==> config.mk <==
export PLATFORM = sky130hd
export DESIGN_NAME = pipe_pack_flat
export DESIGN_NICKNAME = d
export VERILOG_FILES = /design/src/rtl/pipe_pack_if.sv /design/src/rtl/pipe_pack.sv /design/src/flat_wrapper.sv
export SDC_FILE = /design/constraint.sdc
export NUM_CORES = 1
export LEC_CHECK = 0
export ABC_AREA = 1
export CORE_ASPECT_RATIO = 1.75
export CORE_MARGIN = 2
export CORE_UTILIZATION = 50
export DETAILED_ROUTE_END_ITERATION = 10
export PLACE_DENSITY = 0.79
export RECOVER_POWER = 100
export SLEW_MARGIN = 20
export SYNTH_ARGS = -nofsm -noshare
export SYNTH_HDL_FRONTEND = slang
export SYNTH_SLANG_ARGS = --single-unit
export TNS_END_PERCENT = 1
==> constraint.sdc <==
create_clock -name clock -period 1.6 [get_ports clock]
set_input_delay 0.32 -clock clock [delete_from_list [all_inputs] [get_ports clock]]
set_output_delay 0.32 -clock clock [all_outputs]
set_load 0.02 [all_outputs]
==> src/rtl/pipe_pack_if.sv <==
// Narrow-in / wide-out handshake bundle for pipe_pack.
// slave is the packer's view; master is the driver/consumer side.
interface pipe_pack_if #(
  parameter int unsigned DSIZE = 8,
  parameter int unsigned RATIO = 4
);
  logic                   in_vld;
  logic [DSIZE-1:0]       in_data;
  logic                   pack_empty;
  logic                   flush;
  logic                   out_vld;
  logic [DSIZE*RATIO-1:0] out_data;
  logic [3:0]             out_lanes;
  logic                   out_ready;

  modport slave (
    input  in_vld, in_data, flush, out_ready,
    output pack_empty, out_vld, out_data, out_lanes
  );

  modport master (
    output in_vld, in_data, flush, out_ready,
    input  pack_empty, out_vld, out_data, out_lanes
  );
endinterface

==> src/rtl/pipe_pack.sv <==
// Packs RATIO narrow words into one wide word, lane 0 in the LSBs.
// A flush pulse emits a partially filled word with its lane count.
module pipe_pack #(
  parameter int unsigned DSIZE = 8,
  parameter int unsigned RATIO = 4
) (
  input logic        clock,
  input logic        rst,
  pipe_pack_if.slave bus
);
  localparam int unsigned CntW = $clog2(RATIO);
  localparam int unsigned OutW = DSIZE * RATIO;

  logic [CntW-1:0]             cnt_q, cnt_d;
  logic [RATIO-2:0][DSIZE-1:0] acc_q, acc_d;
  logic                        flush_pend_q, flush_pend_d;
  logic                        out_vld_q, out_vld_d;
  logic [OutW-1:0]             out_data_q, out_data_d;
  logic [3:0]                  out_lanes_q, out_lanes_d;

  logic cnt_last, out_free, pack_empty, accept, flush_exec;

  always_comb begin
    cnt_last   = (cnt_q == CntW'(RATIO - 1));
    out_free   = ~out_vld_q | bus.out_ready;
    // Deliberately independent of in_vld so upstream can use it as a ready.
    pack_empty = ~rst & ~flush_pend_q & (~cnt_last | out_free);
    accept     = bus.in_vld & pack_empty;
    flush_exec = flush_pend_q & out_free;
  end

  always_comb begin
    cnt_d        = cnt_q;
    acc_d        = acc_q;
    flush_pend_d = flush_pend_q | bus.flush;
    out_vld_d    = out_vld_q & ~bus.out_ready;
    out_data_d   = out_data_q;
    out_lanes_d  = out_lanes_q;

    if (accept) begin
      if (cnt_last) begin
        out_data_d  = {bus.in_data, acc_q};
        out_lanes_d = 4'(RATIO);
        out_vld_d   = 1'b1;
        cnt_d       = '0;
        acc_d       = '0;
      end else begin
        acc_d[cnt_q] = bus.in_data;
        cnt_d        = cnt_q + CntW'(1);
      end
    end else if (flush_exec) begin
      flush_pend_d = 1'b0;
      if (cnt_q != '0) begin
        // Lanes at and above cnt are already zero in the accumulator.
        out_data_d  = {{DSIZE{1'b0}}, acc_q};
        out_lanes_d = 4'(cnt_q);
        out_vld_d   = 1'b1;
        cnt_d       = '0;
        acc_d       = '0;
      end
    end
  end

  always_ff @(posedge clock) begin
    if (rst) begin
      cnt_q        <= '0;
      acc_q        <= '0;
      flush_pend_q <= 1'b0;
      out_vld_q    <= 1'b0;
      out_data_q   <= '0;
      out_lanes_q  <= '0;
    end else begin
      cnt_q        <= cnt_d;
      acc_q        <= acc_d;
      flush_pend_q <= flush_pend_d;
      out_vld_q    <= out_vld_d;
      out_data_q   <= out_data_d;
      out_lanes_q  <= out_lanes_d;
    end
  end

  assign bus.pack_empty = pack_empty;
  assign bus.out_vld    = out_vld_q;
  assign bus.out_data   = out_data_q;
  assign bus.out_lanes  = out_lanes_q;
endmodule

==> src/flat_wrapper.sv <==
// flat-port wrapper written by rule: the top's interface ports become plain ports
module pipe_pack_flat 
#(
  parameter int unsigned DSIZE = 8,
  parameter int unsigned RATIO = 4
)
  (clock, rst, bus_in_vld, bus_in_data, bus_flush, bus_out_ready, bus_pack_empty, bus_out_vld, bus_out_data, bus_out_lanes);
  pipe_pack_if #(.DSIZE(DSIZE), .RATIO(RATIO)) bus_i ();
  input logic clock;
  input logic rst;
  input wire logic [$bits(bus_i.in_vld)-1:0] bus_in_vld;
  input wire logic [$bits(bus_i.in_data)-1:0] bus_in_data;
  input wire logic [$bits(bus_i.flush)-1:0] bus_flush;
  input wire logic [$bits(bus_i.out_ready)-1:0] bus_out_ready;
  output wire logic [$bits(bus_i.pack_empty)-1:0] bus_pack_empty;
  output wire logic [$bits(bus_i.out_vld)-1:0] bus_out_vld;
  output wire logic [$bits(bus_i.out_data)-1:0] bus_out_data;
  output wire logic [$bits(bus_i.out_lanes)-1:0] bus_out_lanes;
  assign bus_i.in_vld = bus_in_vld;
  assign bus_i.in_data = bus_in_data;
  assign bus_i.flush = bus_flush;
  assign bus_i.out_ready = bus_out_ready;
  assign bus_pack_empty = bus_i.pack_empty;
  assign bus_out_vld = bus_i.out_vld;
  assign bus_out_data = bus_i.out_data;
  assign bus_out_lanes = bus_i.out_lanes;
  pipe_pack #(.DSIZE(DSIZE), .RATIO(RATIO)) u_core (.clock(clock), .rst(rst), .bus(bus_i));
endmodule
==> results of run 1 <==
how the worst max path moves through the flow:
stage               startpoint                      end  slack (ps)  cells past startpoint
3_3_place_gp     bus_out_ready           bus_pack_empty        -300                      6
2_1_floorplan  u_core.cnt_q[0]  u_core.bus.out_data[10]         150                      9
5_1_grt        u_core.cnt_q[1]         u_core.acc_q[10]         -80                      9
6_report       u_core.cnt_q[0]  u_core.bus.out_data[10]          50                     11
4_1_cts        u_core.cnt_q[0]          u_core.acc_q[7]        -0.3                     10
3_5_place_dp     bus_out_ready           bus_pack_empty        -350                      6
layout make-up:
type	count	area (sq um)	share of cell area
Timing Repair Buffer	71	609.3	0.1869
Sequential cell	63	1264	0.3877
Clock buffer	14	172.7	0.05298
Clock inverter	2	37.54	0.01152
Tap cell	52	65.06	0.01996
Inverter	22	83.83	0.02572
Multi-Input combinational cell	211	1027	0.3152
where the power goes:
group | internal [W] | total, W | switching [W]
Clock | 0.000849 | 0.00143 | 0.000579
Combinational | 0.000215 | 0.000529 | 0.000314
Sequential | 0.00165 | 0.00169 | 0.0000413
critical path, cell delays in order (launching register included):
cell	delay (ps)
dfxtp_2	320
buf_4	140
inv_1	110
ha_4	160
inv_2	40
nand3_2	80
nand2_4	90
nand2_4	120
clkinv_2	80
buf_12	160
nor2_1	100
nor2_1	50
kinds of logic after synthesis:
group | after synthesis
DFF | 63
and+or+nand+nor | 152
AOI/OAI and AO/OA | 54
buffers and inverters | 35
adders and majority gates | 4
other | 1
through the flow:
step / worst slack (ps) / cells / hold slack, ps / total power, W
2_1_floorplan: 147.1 / 309 / 389.1 / 0.002018
6_report: 45.64 / 435 / 459.8 / 0.003645
3_3_place_gp: -296.8 / 418 / 444.7 / 0.002250
4_1_cts: -0.3408 / 434 / 459.7 / 0.003668
3_5_place_dp: -346.6 / 418 / 451.9 / 0.002264
5_1_grt: -80.43 / 435 / 483.2 / 0.003811
sequential cells by signal (all words and copies together) (netlist names):
register	count
u_core.bus.out_data	32
u_core.acc_q	24
u_core.bus.out_lanes	3
u_core.cnt_q	2
u_core.bus.out_vld	1
u_core.flush_pend_q	1
layer usage:
metal | share of wire | global-route usage | vias up | routed length, um
met1 | 0.39 | 0.2345 | 994 | 2181
met3 | 0.050 | 0.06106 | 19 | 276
li1 | - | - | 1129 | -
met5 | 0 | 0 | - | 0
met4 | 0.037 | 0.1369 | 0 | 208
met2 | 0.52 | 0.3833 | 71 | 2898
synthesized netlist by cell type:
cell type / number
nand2_4: 2
inv_2: 1
nor2_4: 1
dfxtp_1: 63
nand4_4: 1
nand3_1: 23
clkinv_2: 1
clkbuf_1: 5
buf_6: 2
conb_1: 1
nor2_1: 68
o21ai_1: 1
buf_2: 4
o21ai_0: 31
nand3_2: 1
nand4_1: 2
ha_1: 4
buf_1: 1
buf_4: 1
nor2_2: 1
nand2_1: 53
a21oi_1: 22
inv_1: 20
cell usage in the layout (no fill, tap or decap), drive strengths merged, types with 3 or more instances in the layout:
cell type      instances
nor2                  70
a21oi                 22
dfxtp                 63
o21ai                 32
dlygate4sd2           26
buf                   22
clkdlybuf4s50         12
inv                   21
clkbuf                25
nand4                  3
ha                     4
nand3                 24
nand2                 55
timing repair:
item | CTS | global route
resized for setup | 44 | 33
buffers inserted | 0 | 1
endpoints found under the hold margin | 0 | 0
endpoints found under the setup margin | 75 | 70
pin swaps | 2 | 4
cloned | 0 | 0
==> impl_metrics.toml, run 1 <==
[global_routing]
grt_pass1_vias = 2018
grt_max_degree = 43
antenna_found_initial = 0
grt_usage = 0.2209
grt_first_pass_wirelength_um = 9018
overflow = 0

[timing]
rsz0062_at_grt = "yes"
slew_viol_final = 0
setup_viol = 0
finalHoldViolCount = 0
fin_skew_ps = 9.690
fin_setup_tns_ps = 0
finalCritPeriodShare = 0.9715
layout_min_cycle_time_ps = 1554
timing.fmax_ghz = 0.6434

[worst_setup_path]
timing.rr.start = "u_core.cnt_q[0]"
crit_type = "register to register"
reg2regPathDepth = 11
cp.arrival_ps = 1780
path_max_fanout = 24
reg2reg_to = "u_core.bus.out_data[10]"
crit_required_ps = 1820
worstSetupEndpointType = "register"
rrSetupSlack_ps = 50
start_kind = "register"

[detailed_routing]
ant_nets = 0
drt-initial-drc-count = 70
num_vias = 2213
firstDrtPassIters = 4
viasPerCell = 5.087
routed_wl_um = 5566
drc_errors = 0
post_drt_wl_per_cell_um = 12.80

[cts]
clk_latency_ps = 330
root_buffer = "clkbuf_8"
cts_buffer_depth = 2
cts_max_level = 3
hold_buffers = 0
numCtsBuffers = 9
tritoncts = "built"
cts.sinks = 63
clkSlewWorstSetupHoldPaths_ps = 70

[hold_path]
whs_path_depth = 2
hold_start = "u_core.acc_q[23]"
min_to = "u_core.acc_q[23]"
holdCritPathClass = "register to register"

[status]
status = "finished, final reports clean"

[layout]
nFillCells = 413
drive_gt1_frac = 0.1593
final_area_sq_mm = 0.003259
fin_util = 0.6986
antenna_cells = 0
layout.nets = 395
syn2layout_area_growth_pct = 36.10

[yosys]
yosysTopAreaCell = "dfxtp_1"
yosys_warnings = 0
syn_avg_cell_area_sq_um = 7.750
synth_xor_area_frac = 0
synthCells = 309
synth_area_sq_mm = 0.002395
synth-seq-cells = 63
synth_fa_ha_area_frac = 0.02090
synth_top_area_frac = 0.5266
synth_simple_gate_area_frac = 0.2727
ys_top_cells_by_area = "dfxtp_1, nor2_1, nand2_1"
ys_types = 23
synthMuxAreaShare = 0
synth_top_family_by_area = "simple AND/OR/NAND/NOR gates"
synthesis.nets = 326
synth_compound_area_frac = 0.1129
ys_seq_area_frac = 0.5266

[placed_design]
io_buffers = 49
gp_congestion = 0.8888
placed_cell_area_sq_mm = 0.003073
hpwl_um = 3924

[floorplanning]
start_util = 0.5133
coreArea_sq_mm = 0.004666
io_pins = 51
die_area_sq_mm = 0.005381
dieHeight_um = 95.55
die_width_um = 56.32
rows = 33

[pwr]
power_density_mw_per_mm2 = 1118
vdd_drop_max_mv = 0.9755
leakage_nw = 1.420

[run]
drv_cap = 0
(Power assumes the default switching activity.)
==> run 2: changes to the inputs <==
ABC_CLOCK_PERIOD_IN_PS = 1600   (was default)
CORE_UTILIZATION = 45   (was 50)
PLACE_DENSITY = 0.72   (was 0.79)
==> run 2 against run 1 <==
Clock-buffer cell count down 3. Highest routed layer unchanged. Sequential cell count is the same. Sequential share of layout area decreased by 0.77 points. Worst setup slack worse by 16 ps. Critical path depth decreased by 10. Core utilization shrank 5.9 points. Largest power group unchanged. Final cell count grew 0.92%. Global-route usage is 2.4 points lower. Clock skew is 3.5 ps lower. Fmax is 1.0% lower.
==> impl_metrics.toml, run 2 (synthesized netlist as in run 1, its figures left out) <==
[cts]
clkSlewWorstSetupHoldPaths_ps = 60
hold_buffers = 0
cts_buffer_depth = 2
cts_max_level = 3
cts.sinks = 63
numCtsBuffers = 9
root_buffer = "clkbuf_8"
tritoncts = "built"
clk_latency_ps = 330

[worst_setup_path]
start_kind = "register"
timing.rr.start = "u_core.cnt_q[0]"
crit_required_ps = 1280
worstSetupStartpoint = "u_core.bus.out_data[5]"
slowest_delay_ps = 600
path_max_fanout = 2
crit_chain = "clkdlybuf4s50_1"
cp.arrival_ps = 1250
crit_family = "buffers and inverters"
cp_slowest_cell = "clkdlybuf4s50_1"
critPathBufInv = 1
worstSetupEndpointType = "primary output"
crit_type = "register to primary output"

[layout]
finalNonFillerCells = 439
nFillCells = 484
syn2layout_area_growth_pct = 39.13
most-common-layout-cells = "nor2_1, dfxtp_1, nand2_1"
multiInputGateArea_sq_mm = 0.001026
antenna_cells = 0
layout.nets = 399
layout_commonest_cell = "nor2_1"
largest_register_ff_count = 32
regArea_sq_mm = 0.001266
drive_gt1_frac = 0.1589

[global_routing]
antenna_found_initial = 0
grt_first_pass_wirelength_um = 8790
grt_usage = 0.1968
grt_pass1_vias = 1967
overflow = 0
grt_max_degree = 43

[floorplanning]
rows = 35
dieHeight_um = 100.5
coreArea_sq_mm = 0.005211
die_width_um = 59.15
io_pins = 51
start_util = 0.4595
die_area_sq_mm = 0.005944

[placed_design]
pre_cts_ws_ps = -344.8
hpwl_um = 3905
gp_congestion = 0.8444
place_inst = 424
io_buffers = 49

[timing]
setup_viol = 0
finalHoldViolCount = 0
layout_min_cycle_time_ps = 1570
slew_viol_final = 0
timing.fmax_ghz = 0.6369
fin_skew_ps = 6.141
rsz0062_at_grt = "yes"
finalWorstSetupSlack_ps = 29.95
finalCritPeriodShare = 0.9813

[pwr]
leakage_nw = 1.716
vdd_drop_max_mv = 0.5045
power_density_mw_per_mm2 = 1003

[run]
drv_cap = 0

[detailed_routing]
drc_errors = 0
drt-initial-drc-count = 68
viasPerCell = 5.021
post_drt_wl_per_cell_um = 12.16
routed_wl_um = 5338
ant_nets = 0
firstDrtPassIters = 4
num_vias = 2204

[status]
status = "finished, final reports clean"

[hold_path]
holdCritPathClass = "input port to register"
hold_start = "rst"
-- run 2: changes by cell type in the layout (fill, tap and decap cells not counted), sizes merged --
cell,previous run,this run
clkinv,1,3
buf,22,27
clkinvlp,1,0
clkbuf,25,13
dlymetal6s2s,0,21
bufinv,1,0
clkdlybuf4s50,12,14
dlygate4sd2,26,11
-- run 2: final cells by class --
type | instances | area share
flip-flops and latches | 63 | 0.3800
well taps | 55 | 0.02065
inverters | 22 | 0.02516
clock inverters | 2 | 0.003004
clock buffers | 11 | 0.04243
repair buffers | 75 | 0.2208
multi-input cells | 211 | 0.3079
-- run 2: worst paths after layout --
path	endpoint	slack, ps	cells past startpoint
max	bus_out_data[5]	30	1
min reg2reg	u_core.acc_q[13]	460	2
min	u_core.cnt_q[1]	450	3
max reg2reg	u_core.bus.out_data[25]	110	8
-- run 2: stage by stage --
stage | TNS [ps] | hold WS (ps) | power, W | util | instance area (sq um)
after floorplan | 0 | 389.1 | 0.002018 | - | 2395
after global placement | -14360 | 446.1 | 0.002255 | 0.5923 | 3087
after detailed placement | -17240 | 449.2 | 0.002264 | 0.5923 | 3087
after CTS | 0 | 458.5 | 0.003349 | 0.6190 | 3226
after global routing | -20.17 | 482.0 | 0.003486 | 0.6394 | 3332
final | 0 | 453.3 | 0.003341 | 0.6394 | 3332
-- run 2: worst min-delay path: cells and delay by family --
family          cells  cell delay, ps
buf+inv             2             360
compound gates      1              60
-- run 2: what timing repair did --
action	CTS	global route
setup buffers	0	2
resized for setup	18	56
pin swaps	0	5
endpoints found under the setup margin	34	80
-- run 2: where the power goes --
group | total, W | internal, W | switching [W]
sequential | 0.00169 | 0.00165 | 0.0000416
clock | 0.00111 | 0.000572 | 0.000535
combinational | 0.000544 | 0.000238 | 0.000307
total | 0.00334 | 0.00246 | 0.000883
-- run 2: routing by layer --
metal	wire length [um]	share of wire	vias to the layer above	GRT usage
met5	0	0	-	0
met4	131	0.025	0	0.1066
met3	235	0.044	10	0.05135
met2	2893	0.54	56	0.3376
met1	2078	0.39	1006	0.2138
li1	-	-	1132	-
